`config.mk`:
```
export PLATFORM = sky130hd
export DESIGN_NAME = palette_bank
export DESIGN_NICKNAME = d
export VERILOG_FILES = /design/src/rtl/palette_bank.sv
export SDC_FILE = /design/constraint.sdc
export NUM_CORES = 1
export LEC_CHECK = 0
export BUFFER_PORTS_ARGS = -buffer_cell sky130_fd_sc_hd__buf_4
export CORE_ASPECT_RATIO = 0.7
export CORE_MARGIN = 8
export CORE_UTILIZATION = 59
export CTS_BUF_LIST = sky130_fd_sc_hd__clkbuf_2
export CTS_CLUSTER_DIAMETER = 50
export DETAILED_ROUTE_END_ITERATION = 12
export GPL_ROUTABILITY_DRIVEN = 1
export PLACE_DENSITY = 0.79
export SLEW_MARGIN = 20
export SYNTH_ARGS = -nofsm -noshare
export SYNTH_HDL_FRONTEND = slang
export SYNTH_SLANG_ARGS = --single-unit
```
`constraint.sdc`:
```
create_clock -name Clk -period 3.2 [get_ports Clk]
set_input_delay 0.16 -clock Clk [delete_from_list [all_inputs] [get_ports Clk]]
set_output_delay 0.16 -clock Clk [all_outputs]
set_load 0.1 [all_outputs]
```
`src/rtl/palette_bank.sv`:
```
// Runtime-writable multi-bank colour palette with a registered lookup pipeline and frame-aligned bank swap.
// Optional macro PALETTE_FADE_EN adds a fadeLevel input and a brightness-scaling third stage.
module palette_bank #(
  parameter int IDX_W     = 4,
  parameter int COLOR_W   = 24,
  parameter int NUM_BANKS = 2,
  parameter int KEY_IDX   = 0,
  localparam int BANK_W   = (NUM_BANKS > 1) ? $clog2(NUM_BANKS) : 1
) (
  input  logic               Clk,
  input  logic               Reset_n,
  input  logic               rdValid,
  input  logic [IDX_W-1:0]   colorIdx,
  output logic [COLOR_W-1:0] rgbVal,
  output logic               rgbValid,
  output logic               transparent,
  input  logic               wrEn,
  input  logic [BANK_W-1:0]  wrBank,
  input  logic [IDX_W-1:0]   wrIdx,
  input  logic [COLOR_W-1:0] wrData,
  input  logic [BANK_W-1:0]  bankSel,
  input  logic               frameStart,
  output logic [BANK_W-1:0]  activeBank
`ifdef PALETTE_FADE_EN
  ,
  input  logic [3:0]         fadeLevel
`endif
);

  localparam int DEPTH      = 2 ** IDX_W;
  localparam int BANK_SLOTS = 2 ** BANK_W;
  localparam int TW         = COLOR_W + 24;
  localparam int SH_UP      = (COLOR_W >= 24) ? COLOR_W - 24 : 0;
  localparam int SH_DN      = (COLOR_W < 24) ? 24 - COLOR_W : 0;

  function automatic logic [23:0] defaultRgb24(input int unsigned idx);
    case (idx)
      0:       return 24'hFF00FF;
      1:       return 24'hFFFFFF;
      2:       return 24'h7A7A7A;
      3:       return 24'h2D2D2D;
      4:       return 24'hFF4234;
      5:       return 24'h1C43DC;
      6:       return 24'hA31313;
      7:       return 24'hEFFF6E;
      8:       return 24'h359FE9;
      9:       return 24'h136096;
      10:      return 24'h0C4065;
      11:      return 24'h96C03D;
      12:      return 24'h3A572B;
      13:      return 24'h272233;
      14:      return 24'hABCCF3;
      15:      return 24'hE21A1A;
      default: return '0;
    endcase
  endfunction

  // Defaults are 24-bit; wider colours pad LSBs with zeros, narrower drop LSBs.
  function automatic logic [COLOR_W-1:0] defaultColor(input int unsigned idx);
    logic [TW-1:0] t;
    t = TW'(defaultRgb24(idx));
    t = (t << SH_UP) >> SH_DN;
    return t[COLOR_W-1:0];
  endfunction

  function automatic logic [BANK_SLOTS-1:0] bankMask();
    logic [BANK_SLOTS-1:0] m;
    m = '0;
    for (int unsigned b = 0; b < BANK_SLOTS; b++) begin
      m[b] = (b < unsigned'(NUM_BANKS));
    end
    return m;
  endfunction

  localparam logic [BANK_SLOTS-1:0] BANK_OK = bankMask();

  logic [COLOR_W-1:0] mem [NUM_BANKS][DEPTH];

  logic               s1Valid;
  logic [IDX_W-1:0]   s1Idx;
  logic [BANK_W-1:0]  s1Bank;
  logic [COLOR_W-1:0] rdColor;
  logic               keyHit;

  always_ff @(posedge Clk) begin
    if (!Reset_n) begin
      for (int unsigned b = 0; b < unsigned'(NUM_BANKS); b++) begin
        for (int unsigned i = 0; i < unsigned'(DEPTH); i++) begin
          mem[b][i] <= defaultColor(i);
        end
      end
    end else if (wrEn && BANK_OK[wrBank]) begin
      mem[wrBank][wrIdx] <= wrData;
    end
  end

  // Stage 1 latches the bank before any swap on the same edge takes effect.
  always_ff @(posedge Clk) begin
    if (!Reset_n) begin
      s1Valid    <= 1'b0;
      s1Idx      <= '0;
      s1Bank     <= '0;
      activeBank <= '0;
    end else begin
      s1Valid <= rdValid;
      s1Idx   <= colorIdx;
      s1Bank  <= activeBank;
      if (frameStart && BANK_OK[bankSel]) begin
        activeBank <= bankSel;
      end
    end
  end

  always_comb begin
    rdColor = mem[s1Bank][s1Idx];
    keyHit  = (s1Idx == IDX_W'(KEY_IDX));
  end

`ifdef PALETTE_FADE_EN
  localparam int CH_W = COLOR_W / 3;
  localparam int PW   = CH_W + 4;

  logic               s2Valid;
  logic [COLOR_W-1:0] s2Color;
  logic               s2Key;
  logic [3:0]         s2Fade;
  logic [COLOR_W-1:0] faded;
  logic [PW-1:0]      prod;

  always_ff @(posedge Clk) begin
    if (!Reset_n) begin
      s2Valid <= 1'b0;
      s2Color <= '0;
      s2Key   <= 1'b0;
      s2Fade  <= '0;
    end else begin
      s2Valid <= s1Valid;
      s2Color <= s1Valid ? rdColor : '0;
      s2Key   <= s1Valid & keyHit;
      s2Fade  <= fadeLevel;
    end
  end

  // Scale factor is fadeLevel+1 sixteenths, so level 15 passes colour through.
  always_comb begin
    faded = '0;
    prod  = '0;
    for (int unsigned c = 0; c < 3; c++) begin
      prod = PW'(s2Color[c*CH_W +: CH_W]) * (PW'(s2Fade) + PW'(1));
      faded[c*CH_W +: CH_W] = prod[PW-1:4];
    end
  end

  always_ff @(posedge Clk) begin
    if (!Reset_n) begin
      rgbValid    <= 1'b0;
      rgbVal      <= '0;
      transparent <= 1'b0;
    end else begin
      rgbValid    <= s2Valid;
      rgbVal      <= s2Valid ? faded : '0;
      transparent <= s2Valid & s2Key;
    end
  end
`else
  always_ff @(posedge Clk) begin
    if (!Reset_n) begin
      rgbValid    <= 1'b0;
      rgbVal      <= '0;
      transparent <= 1'b0;
    end else begin
      rgbValid    <= s1Valid;
      rgbVal      <= s1Valid ? rdColor : '0;
      transparent <= s1Valid & keyHit;
    end
  end
`endif

endmodule

```
## After elaboration in Yosys (flattened, before gate mapping)

Memory sizes are Yosys's and may differ from the RTL's. A register that Yosys moved wholly into a read port is not among the register bits.
Cells that the tools add are included.

| cells by class | value |
|---|---|
| mux-type cells | 31 |
| reduce and logical (&&, ||, !) cells | 6 |
| bitwise gates (word level) | 3 |
| order comparisons | 5 |

Operator list:

| kind | count |
|---|---|
| 384-bit two-way mux | 3 |
| 24-bit two-way mux | 19 |
| 384-bit OR reduction | 1 |
| 24-bit binary-select mux with 4-bit select | 1 |
| 24-bit demux with 4-bit select | 1 |
| 5-bit >= comparator (second input constant) | 2 |
| 4-bit NOT with 5-bit output | 2 |
| 1-bit two-way mux | 7 |
| 5-bit by 1-bit < comparator with 1-bit output (second input constant) | 1 |
| 4-bit logical NOT | 1 |
| 1-bit by 2-bit < comparator with 1-bit output (second input constant) | 2 |
| 1-bit logical AND | 3 |
| 2-bit AND reduction | 1 |
| 1-bit AND | 1 |

| word-level totals | value |
|---|---|
| memories kept | 1 |
| flip-flop bits (word level) | 32 |
| output and inout bits | 27 |
| bits in writable memories | 768 |
| input bits | 39 |

Memories:

| memory | words | width | read ports | clocked after memory_dff | write ports | line | text |
|---|---|---|---|---|---|---|---|
| mem | 2 | 384 | 1 | 1 | 2 | 77 | `logic [COLOR_W-1:0] mem [NUM_BANKS][DEPTH];` |

## Depth between registers and ports, before layout

Gate-level depths: netlist (run 1).

| depth | value |
|---|---|
| depth after elaboration | 8 |
| depth in mapped cells | 9 |
| mapped depth without buffers | 4 |

## Worst setup path after synthesis (run 1)

Ideal clock, no wire load.

| timing path | value |
|---|---|
| path type | input -> register |
| start point | input wrBank |
| end point | memory mem[0][192] in the netlist's numbering, enable pin |
| arrival | 2,813 ps |
| setup slack | -52 ps |
| setup time | 438 ps |
| stages on the path | 7 |
| path through | buf_6 -> and3b_1 -> buf_4 -> nand3_1 -> clkbuf_1 -> clkbuf_1 -> o21ai_0 |

RTL lines:

| what | line | text |
|---|---|---|
| from (decl) | 18 | `input logic [BANK_W-1:0] wrBank,` |
| to (decl) | 77 |  |

==> key figures, run 1 <==
Route
  – Via count: 21,600
  – Drt pass-1 iters: 6
  – Via density: 6.91
  – Detailed-route DRC error count: 0
  – Final WL: 106,000 um
  – 1st-iter DRT viols: 3,716
  – Post-route ant nets: 0
  – Wire per inst: 33.8 um

Pwr
  – Pwr/cell area: 546 nW/um^2
  – Logic pwr share: 9.6%
  – Sw Ratio: 26.9%
  – Clk pwr share: 30.9%
  – Total power: 20,900 uW
  – VDD IR max: 382 uV
  – P_int: 15,300 uW
  – Leak pwr: 0.0134 uW
  – Net Sw Power: 5600 uW
  – Part of the power in registers: 59.5%

Synthesis
  – Top cell type's share of synthesized area: 68.7%
  – Post-synth top area cell: edfxtp_1
  – Post-synth top cells: 768 x edfxtp_1, 157 x mux4_2, 133 x or3_1, 116 x and3_1, 116 x clkbuf_1
  – Count of cell types in the netlist: 40
  – Register area share after synthesis: 70.7%
  – Primary FF master, synth: edfxtp_1
  – Total number of yosys warnings: 0
  – Top cells by area, synth: edfxtp_1 69%, mux4_2 11%, or3_1 2.5%
  – Yosys reg bits: 801
  – Most common cell in the netlist: edfxtp_1
  – EDFF count, synth: 768
  – Net Count, Synth: 1,978
  – Ys async rst share: 0%
  – Mapped Cells: 1,939
  – Syn_area_per_cell: 17.3 um^2
  – Synth Cell Area: 33,600 um^2

Global route
  – Largest net degree at the start of global routing: 55
  – Total grt overflow: 0
  – GRT Overall Usage: 32.3%
  – Global-route wire length before repair: 151,000 um
  – Initial antenna violation count: 7
  – Vias in the first global route: 21,600

STA
  – Max Slew Vio Count: 0
  – Worst Clk Skew: 109 ps
  – Unrepaired setup endpoints after global routing: false
  – Post-route clock period utilization: 88.4%
  – Post-route minimum period: 2830 ps
  – Slew headroom: 18.0%
  – Final Hold Viols: 0
  – Setup violators final: 0
  – Final WS setup: 371 ps
  – FMAX: 353 MHz
  – Worst-Margin Slew: 1230 ps

Placement
  – DPL Wire Length: 62,600 um
  – Placed insts: 2,705
  – GP Congestion: 0.915
  – I/O Buffers: 65
  – Placement Setup Slack: 384 ps
  – Post-DP Area: 35,600 um^2

Die
  – Site Rows: 73
  – Die Y: 216 um
  – Die area: 64,900 um^2
  – Die width: 301 um
  – Initial core utilization: 59.4%
  – Core area: 56,500 um^2
  – IO Count: 66

Worst hold path
  – HP Start: wrData[4]
  – WHS Path Cells: 3
  – Hold endpoint: mem[1][28]
  – Min-delay worst type: in -> reg

Clock network
  – Sink Count: 801
  – Postcts setup bufs: 0
  – Clock slew at reported path FFs: 120 ps
  – Hold buffers post-CTS: 92
  – Clk_lat worst skew: 1280 ps
  – CTS buffer count: 179
  – CTS tree: built
  – CTS resizes: 0
  – H-tree levels: 4
  – Max Buffers Root-to-Sink: 3
  – Root buf cell: clkbuf_2

Worst setup path
  – Crit Reg-Reg Startpoint: s1Idx[2]
  – R2r setup slk: 550 ps
  – Reg-to-Reg End: rgbVal[22]
  – Worst Path Arrival: 3700 ps
  – Crit. End Element: flip-flop
  – Worst EP required: 4070 ps
  – Worst-case reg-to-reg path depth: 4
  – CP Launch Type: input port
  – CP max FO: 22
  – Setup Crit Path Kind: in -> reg

Final layout
  – Fin cells: 3,128
  – Nets@finish: 2,269
  – Fin util: 67.6%
  – Finished Cell Area: 38,200 um^2
  – Area grow syn2layout: 13.8%
  – Layout cells sized above 1: 30.1%

Outcome
  – Status: finished, final reports clean

Flow run
  – Max-cap check violation count: 0
## routing by layer
| metal | wire [um] | global-route usage [%] | share of wire, % | vias up |
|---|---|---|---|---|
| met5 | 119 | 1.07 | 0.11 | - |
| met4 | 4540 | 12.1 | 4.3 | 6 |
| met3 | 18800 | 13.5 | 18 | 331 |
| met2 | 45500 | 45.9 | 43 | 2121 |
| met1 | 36600 | 44.4 | 35 | 10800 |
| li1 | - | - | - | 8365 |
## power by group through the flow
stage | clock, uW | sequential [uW] | combinational [uW]
final | 6450 | 12400 | 2010
after detailed placement | 0 | 12600 | 1830
after global placement | 0 | 12600 | 1790
after floorplan | 0 | 12600 | 970
after global routing | 6950 | 12500 | 2030
after CTS | 6430 | 12400 | 1930
## cell type report
type                            count  area [um^2]
Sequential cell                   801        23700
Clock inverter                     45          216
Inverter                           22         82.6
Multi-Input combinational cell    942         9250
Tap cell                          750          938
Antenna cell                        6         15.0
Clock buffer                      278         1390
Timing Repair Buffer              284         2580
Fill cell                        3665        18300
## cell usage in the layout (no fill, tap or decap), types with 5 or more instances in the layout
cell type,count
clkinv_1,31
a22o_1,16
o21ai_4,20
nor2b_1,9
o21ai_0,5
nor2_1,24
a2111oi_0,9
or3_1,133
and2_1,66
nand2b_1,72
a41oi_1,5
clkbuf_2,278
dlygate4sd3_1,94
mux4_1,15
a22oi_1,47
mux2i_1,63
dfxtp_1,30
edfxtp_1,768
clkinv_2,5
o22ai_1,11
buf_12,17
nand2_1,83
and3_1,116
buf_4,173
a31oi_1,8
or2_2,24
inv_1,22
mux4_2,157
nor3_2,5
o2111a_1,10
diode_2,6
nand3_1,14
## registers in the layout (all words and copies together), names as in the netlist, named ones only
signal       cells
transparent      1
s1Valid          1
s1Idx            4
mem            768
rgbVal          24
activeBank       1
rgbValid         1
## cells by family (layout without fill, tap and decap cells)
family          after synthesis  count (layout)  share of synthesized area [%]
simple gates                563             563                           9.65
compound gates              141             141                           3.08
buf+inv                     196             629                           2.90
mux                         238             238                           13.7
flops                       801             801                           70.7
other cells                   0               6                              0
## stage by stage
stage	hold slack, ps	setup TNS [ps]
floorplan	287	-3440
global placement	378	0
detailed placement	380	0
CTS	0.840	0
global route	19.2	0
finish	72.1	0
## how the worst max path moves through the flow
stage,start,endpoint,slack (ps)
2_1_floorplan,wrBank,mem[0][192],-50
3_3_place_gp,flip-flop,rgbVal[19],530
3_5_place_dp,flip-flop,rgbVal[19],380
4_1_cts,flip-flop,rgbVal[19],400
5_1_grt,flip-flop,rgbVal[19],380
6_report,Reset_n,mem[0][293],370
## critical path, cell delays in order
cell and delay, ps:
dlygate4sd3_1 520, dlygate4sd3_1 550, buf_4 140, and3b_1 540, nand3_2 160, dlygate4sd3_1 590, buf_4 220, nor3_2 160
nand2b_2 180, buf_4 440
Power figures use the tool's default switching activity.
==> inputs of run 2 (changes only) <==
==> constraint.sdc (replaced) <==
create_clock -name Clk -period 2.3 [get_ports Clk]
set_input_delay 0.115 -clock Clk [delete_from_list [all_inputs] [get_ports Clk]]
set_output_delay 0.115 -clock Clk [all_outputs]
set_load 0.1 [all_outputs]
==> key figures, run 2 (synthesis results as in run 1) <==
Final layout
  – Biggest register: mem
  – Nets@finish: 2,325 (+2.5%)
  – Max reg flops: 768 (unchanged)
  – FF+latch area: 23,700 um^2 (about the same)
  – Layout cells sized above 1: 31.4% (+1.3 points)
  – Area grow syn2layout: 15.5%
  – Top Registers: mem (768), rgbVal (24), s1Idx (4)
  – Finished Cell Area: 38,800 um^2 (+1.5%)
  – Multi-input gate area: 9240 um^2 (about the same)
  – Most common cell after layout, fill and taps aside: edfxtp_1
  – # fillers: 3,631 (-0.93%)
  – Fin util: 68.6% (+1.0 points)
  – Commonest cells after routing, fill and taps aside: 768 x edfxtp_1, 280 x clkbuf_2, 215 x buf_4, 157 x mux4_2, 133 x or3_1

Worst setup path
  – Setup Crit Path Kind: in -> reg
  – R2r setup slk: -20 ps (-570 ps)
  – Worst Path Arrival: 3380 ps (-320 ps)
  – WP buf/inv: 6 (unchanged)
  – Crit path max-delay cell type: dlygate4sd3_1
  – Most used cell, CP: dlygate4sd3_1
  – Crit path capture: mem[0][342]
  – Reg-to-Reg End: rgbVal[22]
  – Worst EP required: 3330 ps (-740 ps)
  – Crit. End Element: flip-flop
  – Top cell family by delay on the critical path: buffers and inverters
  – Worst-case reg-to-reg path depth: 4 (unchanged)
  – Max stage delay on crit path: 650 ps (+60 ps)
  – Setup crit start: Reset_n
  – Crit Reg-Reg Startpoint: s1Idx[2]
  – CP Depth: 10 (unchanged)
  – CP Launch Type: input port
  – Cell breakdown of the critical path: dlygate4sd3_1, buf_4, dlygate4sd3_1, buf_8, nand2_1, nor3_2, nand2_1, buf_4, or2_2, dlygate4sd3_1
  – CP max FO: 17 (-23%)

Route
  – Via count: 21,600 (-0.0093%)
  – Detailed-route DRC error count: 0 (unchanged)
  – Wire per inst: 33.0 um (-2.1%)
  – Final WL: 105,000 um (-0.29%)
  – Drt pass-1 iters: 8 (+2)
  – Post-route ant nets: 0 (unchanged)
  – Via density: 6.78 (-1.8%)
  – 1st-iter DRT viols: 3,517 (-5.4%)

Clock network
  – Sink Count: 801 (unchanged)
  – Clk_lat worst skew: 1260 ps (-20 ps)
  – Root buf cell: clkbuf_2
  – H-tree levels: 4 (unchanged)
  – Postcts setup bufs: 0 (unchanged)
  – CTS tree: built
  – Max Buffers Root-to-Sink: 3 (unchanged)
  – CTS buffer count: 181 (+1.1%)
  – Clock slew at reported path FFs: 120 ps (about the same)

Pwr
  – VDD IR max: 604 uV (+58%)
  – Pwr/cell area: 759 nW/um^2 (+39%)
  – Leak pwr: 0.0137 uW (+2.4%)

Die
  – Initial core utilization: 59.4% (unchanged)
  – IO Count: 66 (unchanged)
  – Die Y: 216 um (unchanged)
  – Die width: 301 um (unchanged)
  – Site Rows: 73 (unchanged)
  – Core area: 56,500 um^2 (unchanged)
  – Die area: 64,900 um^2 (unchanged)

STA
  – Final WS setup: -54.2 ps (-425 ps)
  – Worst Clk Skew: 71.0 ps (-38.0 ps)
  – FMAX: 425 MHz
  – Slew headroom: 38.6% (+21 points)
  – Post-route clock period utilization: 102%
  – Final hold slack: 90.4 ps (+18.3 ps)
  – Setup violators final: 9 (+9)
  – Unrepaired setup endpoints after global routing: false
  – Post-route minimum period: 2350 ps
  – Worst-Margin Slew: 922 ps (-304 ps)
  – Final Hold Viols: 0 (unchanged)
  – Max Slew Vio Count: 0 (unchanged)

Global route
  – Initial antenna violation count: 5 (-2)
  – Total grt overflow: 0 (unchanged)
  – Global-route wire length before repair: 150,000 um (-0.28%)
  – GRT Overall Usage: 32.3% (+0.053 points)
  – Vias in the first global route: 22,000 (+1.7%)
  – Largest net degree at the start of global routing: 43 (-22%)

Outcome
  – Failing checks: setup timing
  – Status: complete, but fails checks

Flow run
  – Max-cap check violation count: 0 (unchanged)

Worst hold path
  – Min-delay worst type: in -> reg

Placement
  – I/O Buffers: 65 (unchanged)
  – Post-DP Area: 36,000 um^2 (+1.1%)
  – GP Congestion: 0.913 (-0.27%)
  – DPL Wire Length: 63,600 um (+1.7%)
-- run 2: how the worst min path moves through the flow --
stage | cells after the start | end | from | slack [ps]
floorplan | 1 | s1Idx[0] | colorIdx[0] | 240
global placement | 2 | s1Idx[2] | colorIdx[2] | 330
detailed placement | 2 | s1Idx[3] | colorIdx[3] | 330
CTS | 3 | mem[1][312] | wrEn | 0.7
global route | 3 | mem[1][312] | wrData[0] | 20
finish | 3 | mem[1][66] | wrData[18] | 90
-- run 2: final cells by class --
type | count | share of cell area (%)
Timing Repair Buffer | 338 | 7.87
Clock buffer | 280 | 3.62
Sequential cell | 801 | 61.2
Multi-Input combinational cell | 942 | 23.8
Tap cell | 750 | 2.42
Inverter | 22 | 0.213
Antenna cell | 3 | 0.0194
Clock inverter | 50 | 0.791
-- run 2: repair_timing --
action                                   CTS  global route
hold buffers                             101             0
endpoints found under the setup margin     2             3
hold endpoints to repair                1568             0
gates resized for setup                    2             4
-- run 2: per-layer routing --
| layer | vias to the layer above | global-route usage [%] | wire (um) |
|---|---|---|---|
| li1 | 8489 | - | - |
| met1 | 10500 | 44.2 | 35100 |
| met2 | 2203 | 46.3 | 45300 |
| met3 | 367 | 12.5 | 19800 |
| met4 | 2 | 14.0 | 4990 |
| met5 | - | 0 | 13 |
-- run 2: worst min-delay path, delay by kind of cell --
family	cells	cell delay (ps)
simple gates	1	370
buf+inv	2	650
-- run 2: metrics by stage --
| stage | cells | total power, uW | setup slack, ps | setup TNS [ps] |
|---|---|---|---|---|
| after floorplan | 1939 | 18900 | -696 | -65470 |
| after global placement | 2752 | 20000 | -56.4 | -81.6 |
| after detailed placement | 2752 | 20200 | -81.3 | -85.5 |
| after CTS | 3183 | 29300 | 39.8 | 0 |
| after global routing | 3185 | 30200 | 1.38 | 0 |
| final | 3186 | 29400 | -54.2 | -237 |
-- run 2: report_power, final --
part | internal (uW) | switching (uW) | total [uW]
sequential | 16900 | 308 | 17200
combinational | 1050 | 1810 | 2850
clock | 3660 | 5660 | 9320
total | 21600 | 7780 | 29400
